--- src/rtl/pe_traffic_node_if.sv ---
// NoC port bundle between a PE traffic node and its router port.
// master = PE side (injects on o_data, sinks i_data).
interface pe_traffic_node_if #(
    parameter int DATA_W = 32,
    parameter int ADDR_W = 3
);
    logic [DATA_W+ADDR_W-1:0] o_data;
    logic                     o_data_valid;
    logic                     i_data_ready;
    logic [DATA_W+ADDR_W-1:0] i_data;
    logic                     i_data_valid;
    logic                     o_data_ready;

    modport master (
        output o_data, o_data_valid, o_data_ready,
        input  i_data_ready, i_data, i_data_valid
    );

    modport slave (
        input  o_data, o_data_valid, o_data_ready,
        output i_data_ready, i_data, i_data_valid
    );
endinterface

--- src/rtl/pe_traffic_node.sv ---
// Synthetic PE endpoint: injects PKT_LIMIT LFSR-addressed packets and
// sinks delivered ones, counting both and flagging misrouted arrivals.
module pe_traffic_node #(
    parameter int          ADDRESS   = 0,
    parameter int          NUMPE     = 8,
    parameter int          DATA_W    = 32,
    parameter int          ADDR_W    = $clog2(NUMPE),
    parameter int          PKT_LIMIT = 100,
    parameter int          GAP       = 0,
    parameter logic [15:0] SEED      = 16'hACE1
) (
    input  logic               clk,
    input  logic               rst,
    pe_traffic_node_if.master  noc,
    input  logic               done,
    output logic [15:0]        o_sent_cnt,
    output logic [15:0]        o_rcvd_cnt,
    output logic               o_err,
    output logic               o_tx_done
);
    localparam int              PKT_W   = DATA_W + ADDR_W;
    localparam logic [ADDR_W-1:0] MY_ADDR = ADDR_W'(ADDRESS);
    localparam logic [15:0]     LIMIT   = 16'(PKT_LIMIT);
    localparam logic [15:0]     GAP_M1  = 16'(GAP > 0 ? GAP - 1 : 0);
    localparam logic [15:0]     LFSR_RST = SEED ^ 16'(ADDRESS);

    typedef enum logic [2:0] {
        IDLE, LOAD, SEND, WAIT, FINISH
    } state_t;

    state_t             state_q, state_d;
    logic [15:0]        lfsr_q, lfsr_d;
    logic [15:0]        sent_q, sent_d;
    logic [15:0]        rcvd_q, rcvd_d;
    logic [15:0]        gap_q, gap_d;
    logic [PKT_W-1:0]   data_q, data_d;
    logic               valid_q, valid_d;
    logic               rdy_q;
    logic               err_q, err_d;

    logic               hs;
    logic               rx_hit;
    logic [15:0]        lfsr_nxt;
    logic [15:0]        sent_inc;

    // Self-addressed destinations are bumped to the next port so every
    // injected packet really crosses the NoC.
    function automatic logic [PKT_W-1:0] build(
        input logic [15:0] lf,
        input logic [15:0] seq
    );
        logic [ADDR_W-1:0] d;
        logic [DATA_W-1:0] p;
        d = lf[ADDR_W-1:0];
        if (d == MY_ADDR) d = d + ADDR_W'(1);
        p = '0;
        p[DATA_W-1 -: ADDR_W] = MY_ADDR;
        p[15:0] = seq;
        return {d, p};
    endfunction

    assign hs       = valid_q && noc.i_data_ready;
    assign rx_hit   = noc.i_data_valid && rdy_q;
    assign lfsr_nxt = {lfsr_q[14:0],
                       lfsr_q[15] ^ lfsr_q[13] ^ lfsr_q[12] ^ lfsr_q[10]};
    assign sent_inc = (sent_q == 16'hFFFF) ? sent_q : sent_q + 16'd1;

    always_ff @(posedge clk) begin
        if (rst) begin
            state_q <= IDLE;
            lfsr_q  <= LFSR_RST;
            sent_q  <= '0;
            rcvd_q  <= '0;
            gap_q   <= '0;
            data_q  <= '0;
            valid_q <= 1'b0;
            rdy_q   <= 1'b0;
            err_q   <= 1'b0;
        end else begin
            state_q <= state_d;
            lfsr_q  <= lfsr_d;
            sent_q  <= sent_d;
            rcvd_q  <= rcvd_d;
            gap_q   <= gap_d;
            data_q  <= data_d;
            valid_q <= valid_d;
            rdy_q   <= 1'b1;
            err_q   <= err_d;
        end
    end

    always_comb begin
        state_d = state_q;
        case (state_q)
            IDLE:   state_d = done ? FINISH : LOAD;
            LOAD:   state_d = done ? FINISH : SEND;
            SEND: begin
                if (hs) begin
                    if (done || sent_inc == LIMIT) state_d = FINISH;
                    else if (GAP == 0)             state_d = SEND;
                    else                           state_d = WAIT;
                end else if (done) begin
                    state_d = FINISH;
                end
            end
            WAIT: begin
                if (done)            state_d = FINISH;
                else if (gap_q == 0) state_d = SEND;
            end
            FINISH: state_d = FINISH;
            default: state_d = IDLE;
        endcase
    end

    always_comb begin
        lfsr_d  = lfsr_q;
        sent_d  = sent_q;
        gap_d   = gap_q;
        data_d  = data_q;
        valid_d = 1'b0;
        if (state_q == SEND && hs) begin
            lfsr_d = lfsr_nxt;
            sent_d = sent_inc;
            gap_d  = GAP_M1;
        end
        if (state_q == WAIT && gap_q != 0) gap_d = gap_q - 16'd1;
        // A stalled packet keeps its bits; only a fresh entry or a
        // completed handshake loads the next one.
        if (state_d == SEND) begin
            valid_d = 1'b1;
            if (state_q != SEND || hs) data_d = build(lfsr_d, sent_d);
        end
    end

    always_comb begin
        rcvd_d = rcvd_q;
        err_d  = err_q;
        if (rx_hit) begin
            if (rcvd_q != 16'hFFFF) rcvd_d = rcvd_q + 16'd1;
            if (noc.i_data[PKT_W-1 -: ADDR_W] != MY_ADDR) err_d = 1'b1;
        end
    end

    assign noc.o_data       = data_q;
    assign noc.o_data_valid = valid_q;
    assign noc.o_data_ready = rdy_q;
    assign o_sent_cnt       = sent_q;
    assign o_rcvd_cnt       = rcvd_q;
    assign o_err            = err_q;
    assign o_tx_done        = (state_q == FINISH);
endmodule

--- src/flat_wrapper.sv ---
// flat-port wrapper written by rule: the top's interface ports become plain ports
module pe_traffic_node_flat 
#(
    parameter int          ADDRESS   = 0,
    parameter int          NUMPE     = 8,
    parameter int          DATA_W    = 32,
    parameter int          ADDR_W    = $clog2(NUMPE),
    parameter int          PKT_LIMIT = 100,
    parameter int          GAP       = 0,
    parameter logic [15:0] SEED      = 16'hACE1
)
  (clk, rst, done, o_sent_cnt, o_rcvd_cnt, o_err, o_tx_done, noc_o_data, noc_o_data_valid, noc_o_data_ready, noc_i_data_ready, noc_i_data, noc_i_data_valid);
  pe_traffic_node_if #(.DATA_W(DATA_W), .ADDR_W(ADDR_W)) noc_i ();
  input  logic clk;
  input  logic rst;
  input  logic done;
  output logic [15:0] o_sent_cnt;
  output logic [15:0] o_rcvd_cnt;
  output logic o_err;
  output logic o_tx_done;
  output wire logic [$bits(noc_i.o_data)-1:0] noc_o_data;
  output wire logic [$bits(noc_i.o_data_valid)-1:0] noc_o_data_valid;
  output wire logic [$bits(noc_i.o_data_ready)-1:0] noc_o_data_ready;
  input wire logic [$bits(noc_i.i_data_ready)-1:0] noc_i_data_ready;
  input wire logic [$bits(noc_i.i_data)-1:0] noc_i_data;
  input wire logic [$bits(noc_i.i_data_valid)-1:0] noc_i_data_valid;
  assign noc_o_data = noc_i.o_data;
  assign noc_o_data_valid = noc_i.o_data_valid;
  assign noc_o_data_ready = noc_i.o_data_ready;
  assign noc_i.i_data_ready = noc_i_data_ready;
  assign noc_i.i_data = noc_i_data;
  assign noc_i.i_data_valid = noc_i_data_valid;
  pe_traffic_node #(.ADDRESS(ADDRESS), .NUMPE(NUMPE), .DATA_W(DATA_W), .ADDR_W(ADDR_W), .PKT_LIMIT(PKT_LIMIT), .GAP(GAP), .SEED(SEED)) u_core (.clk(clk), .rst(rst), .noc(noc_i), .done(done), .o_sent_cnt(o_sent_cnt), .o_rcvd_cnt(o_rcvd_cnt), .o_err(o_err), .o_tx_done(o_tx_done));
endmodule
--- config.mk ---
export PLATFORM = sky130hd
export DESIGN_NAME = pe_traffic_node_flat
export DESIGN_NICKNAME = d
export VERILOG_FILES = /design/src/rtl/pe_traffic_node_if.sv /design/src/rtl/pe_traffic_node.sv /design/src/flat_wrapper.sv
export SDC_FILE = /design/constraint.sdc
export NUM_CORES = 1
export LEC_CHECK = 0
export BUFFER_PORTS_ARGS = -buffer_cell sky130_fd_sc_hd__buf_2
export CAP_MARGIN = 20
export CORE_MARGIN = 3
export CORE_UTILIZATION = 44
export CTS_CLUSTER_DIAMETER = 40
export CTS_CLUSTER_SIZE = 20
export DETAILED_ROUTE_END_ITERATION = 10
export PLACE_DENSITY = 0.68
export SETUP_SLACK_MARGIN = 0.15
export SLEW_MARGIN = 25
export SYNTH_ARGS = -nofsm -noshare
export SYNTH_HDL_FRONTEND = slang
export SYNTH_SLANG_ARGS = --single-unit
--- constraint.sdc ---
create_clock -name clk -period 3.3 [get_ports clk]
set_input_delay 0 -clock clk [delete_from_list [all_inputs] [get_ports clk]]
set_output_delay 0 -clock clk [all_outputs]
set_load 0.01 [all_outputs]
==> results.txt <==
* Internal Dissipation: 1480 uW
- Master of the slowest instance on the critical path: sky130_fd_sc_hd__or4_1
- Among all flip-flop cells after synthesis, the most frequent one is sky130_fd_sc_hd__dfxtp_1.
* Adder and majority cell fraction of the synthesized area: 0.00887
- Synth-to-Final Area Change: 13.4%
- Cells after DPL: 651
- Hold path start: rst
- DRC marker count from the first detailed-route iteration: 211
* Via count of the first global-routing pass: 3119
- The number of antenna diodes in the final layout is 0.
- Syn. warnings: 0
- The floorplan step defined a die boundary enclosing 0.0108 mm^2.
- Measured slew at the worst slew-check pin: 0.844 ns
- Post-route ant nets: 0
- For this run, the top clock speed supported by timing is 0.352 GHz.
- The path with the worst hold slack has its endpoint at u_core.state_q[2].
- Post-synth ARST share: 0
- Buffers added to address setup during post-CTS repair amount to 0.
* Via density per instance: 5.21
- In this run the static leakage power is 0.00196 uW.
* Ratio of cells with drive above 1 in the final layout: 0.207
* Fraction of the yosys area taken by sequential cells: 0.421
* Setup total negative slack: 0 ns
- FF-to-FF Start: u_core.gap_q[10]
- Root Buffer Master: sky130_fd_sc_hd__clkbuf_8
- The worst hold path passes through 2 cells.
- Synth Area in Compound Gates: 0.115
- Via total after detailed routing: 3491
* Global route hottest layer: met2
- Routed Wire Length: 8.66 mm
- Final weighted congestion of routability-driven global placement: 0.826
- The setup check on the worst reg-to-reg path leaves a slack of 0.46 ns.
* Number of synthesized flops with an enable pin: 0
- Simple-gate share of the synthesized area: 0.251
- The path class of the tightest hold or removal check is input pin to register.
* Area of the core: 0.00928 mm^2
- Across every metal layer, demand over resource in global routing totals 0.160.
- # DRC: 0
* Post-Syn Instances: 485
* Detailed Routing Iterations Pass 1: 6
- The worst register-to-register path ends at u_core.noc.o_data[32].
* Largest cells by area after synthesis: sky130_fd_sc_hd__dfxtp_1 (42%), sky130_fd_sc_hd__nand2_1 (5.0%), sky130_fd_sc_hd__nor2_1 (4.5%)
- Period Utilization, post-route: 0.861
* Cell-by-cell listing of the critical path: or4_4 -> or4_1 -> o21a_1 -> a21o_1 -> a31oi_4 -> buf_12 -> mux2_2
- The initial utilization of the core area, before any placement, comes to 0.456.
* Kind of start point of the critical path: register
* Hold slack final: 0.0785 ns
- In the final layout, the multi-input gates occupy 0.00224 mm^2.
- Clock latency of the later-clocked register in the worst-skew pair: 0.36 ns
- The clock passes through at most 2 buffers.
* Max capacitance violation total: 0
* CP Buf/Inv Count: 1
* Switching power of the nets: 443 uW
- IR Drop Worst-Case VDD: 0.279 mV
* Outcome: complete, no violations
- Of all nets on the critical path, the largest fanout is 19.
- Clk network pwr share: 0.399
* Biggest area consumer among synthesized cells: sky130_fd_sc_hd__dfxtp_1
* Capturing element type of the critical path: register
- Mean instance size in the synthesized netlist: 8.72 um^2
* Worst EP arrival: 3.08 ns
* Vertical extent of the die: 104 um
* Mux share of post-synthesis cell area: 0.0719
* Number of distinct library cells after synthesis: 54
- Across the routed clock network, the largest skew measured is 0.0146 ns.
- Entering global routing, the biggest net connects 50 pins.
* Startpoint-to-endpoint class of the critical path: register to register
- Counting the fill cells in the layout gives 893.
- H-Tree Level Count: 3
- Clock transition at path regs: 0.08 ns
- Grouping stages by cell kind, the critical path spends the most delay in simple AND/OR/NAND/NOR gates.
- Summing all placed instances gives a cell area of 0.00456 mm^2.
- Final-stage net count: 579
- Final min period: 2.84 ns
- The share of total power dissipated in sequential elements is 0.565.
- Standard-cell rows: 35
- The largest single stage delay on the critical path is 0.62 ns.
- The first global-routing pass estimated 14.8 mm of wire.
- Dpl hpwl: 5.95 mm
- Number of antenna violations at the first check in global routing: 0
- The finished cells cover 0.00480 mm^2.
- In the global route stage, met1 resource usage came out at 0.223.
- The synthesized design contains 89 register bits.
- Worst slew margin: 0.430
- Depth of the most critical reg-to-reg path: 7
- Footprint of the flip-flops and latches: 0.00178 mm^2
* GR Util met3: 0.0354
- Setup violations remaining at the end of the flow were counted as 0.
* Part of the total power dissipated in combinational logic: 0.036
- Clock sink count: 89
- The final hold violation count came to 0.
- Area share of the largest cell type after synthesis: 0.421
- XOR/XNOR Fraction of Synth Area: 0.0683
* Total standard cell area after synthesis: 0.00423 mm^2
- Boundary Pins: 111
* Routed WL per cell: 12.9 um
* Met2 Use GR: 0.246
* Count of buffers inserted at the top-level ports: 62
- By area, the combinational part of the netlist is dominated by simple AND/OR/NAND/NOR gates.
- Setup repair after global routing missed its margin: no
- At the worst endpoint, the required time is 3.54 ns.
* Switching power share of the total: 0.231
* Number of CTS-inserted buffers: 9
- TritonCTS built the clock tree.
- Die W: 104 um
- For this design the ratio of total power to cell area is 401 mW/mm^2.
- The total overflow left after global routing is 0.
* Max-slew violation count: 0
- Non-filler cells, final: 670
## kinds of logic after synthesis
| kind of cell | after synthesis |
|---|---|
| xor+xnor | 33 |
| fa+ha+maj | 3 |
| flops | 89 |
| mux | 24 |
| other cells | 1 |
| simple gates | 212 |
| buf+inv | 52 |
| compound gates | 71 |
## per-layer routing
metal | part of all wire | vias up | wire length, um
li1 | - | 1763 | -
met1 | 0.49 | 1610 | 4210
met2 | 0.45 | 111 | 3910
met3 | 0.053 | 7 | 457
met4 | 0.010 | 0 | 89
met5 | 0 | - | 0
## area by class of cell
| class | instances | share of cell area |
|---|---|---|
| clock buffer | 11 | 0.0295 |
| inverter | 8 | 0.00626 |
| tap | 129 | 0.0336 |
| multi-input combinational | 359 | 0.466 |
| sequential | 89 | 0.371 |
| timing repair buffer | 69 | 0.0798 |
| clock inverter | 5 | 0.0133 |
## synth_stat cells (8+ instances only)
cell,number
sky130_fd_sc_hd__a21oi_1,26
sky130_fd_sc_hd__buf_4,16
sky130_fd_sc_hd__clkbuf_1,25
sky130_fd_sc_hd__dfxtp_1,89
sky130_fd_sc_hd__inv_1,8
sky130_fd_sc_hd__mux2_2,11
sky130_fd_sc_hd__mux2_4,10
sky130_fd_sc_hd__nand2_1,56
sky130_fd_sc_hd__nand3_1,17
sky130_fd_sc_hd__nand4_1,9
sky130_fd_sc_hd__nor2_1,51
sky130_fd_sc_hd__nor2b_1,21
sky130_fd_sc_hd__nor3_1,14
sky130_fd_sc_hd__xnor2_1,19
sky130_fd_sc_hd__xor2_1,14
## stage by stage
step           total power [uW]   util  setup slack (ns)
6_report                   1920  0.517             0.460
3_5_place_dp               1180  0.492             0.482
4_1_cts                    1950  0.517             0.467
3_3_place_gp               1180  0.492             0.534
2_1_floorplan              1170      -             0.513
5_1_grt                    2000  0.517             0.350
## state kept, by name, summed over array words and instances (netlist names)
signal and flops:
u_core.state_q 3, u_core.lfsr_q 16, u_core.o_err 1, u_core.noc.o_data_valid 1, u_core.noc.o_data 19, u_core.gap_q 16
u_core.o_rcvd_cnt 16, u_core.noc.o_data_ready 1, u_core.o_sent_cnt 16
## cells in the final DEF, fill, tap and decap left out, drive strengths merged, types with 3 or more instances in the layout
master and instances:
a211oi 4, a21oi 26, a31oi 8, and2 4, and3 6, and4 3
buf 66, clkbuf 11, conb 16, dfxtp 89, dlygate4sd3 3, ha 3
inv 9, mux2 21, mux2i 3, nand2 56, nand3 17, nand4 9
nor2 51, nor2b 21, nor3 14, nor4 3, nor4b 3, o2111ai 5
o211ai 7, o21ai 5, or3 10, or4 10, xnor2 19, xor2 14
## power by group through the flow
stage | Sequential [uW] | Clock, uW | Combinational, uW
2_1_floorplan | 1110 | 0 | 61.9
3_3_place_gp | 1110 | 0 | 66.7
3_5_place_dp | 1110 | 0 | 67.5
4_1_cts | 1090 | 793 | 70.2
5_1_grt | 1090 | 832 | 77.3
6_report | 1090 | 767 | 69.8
## worst max path at each step
stage / slack, ns / startpoint / cells after the start / endpoint
after floorplan: 0.51 / u_core.gap_q[10] / 8 / u_core.noc.o_data[10]
after global placement: 0.53 / u_core.gap_q[10] / 7 / u_core.noc.o_data[13]
after detailed placement: 0.48 / u_core.gap_q[10] / 7 / u_core.noc.o_data[15]
after CTS: 0.47 / u_core.gap_q[10] / 7 / u_core.noc.o_data[15]
after global routing: 0.35 / u_core.gap_q[5] / 7 / u_core.noc.o_data[34]
final: 0.46 / u_core.gap_q[10] / 7 / u_core.noc.o_data[32]
## what timing repair did
action,4_1_cts,5_1_grt
hold buffers,3,0
resized for setup,0,0
hold endpoints to repair,5,0
Note: power is estimated with default switching activity, not from simulation.
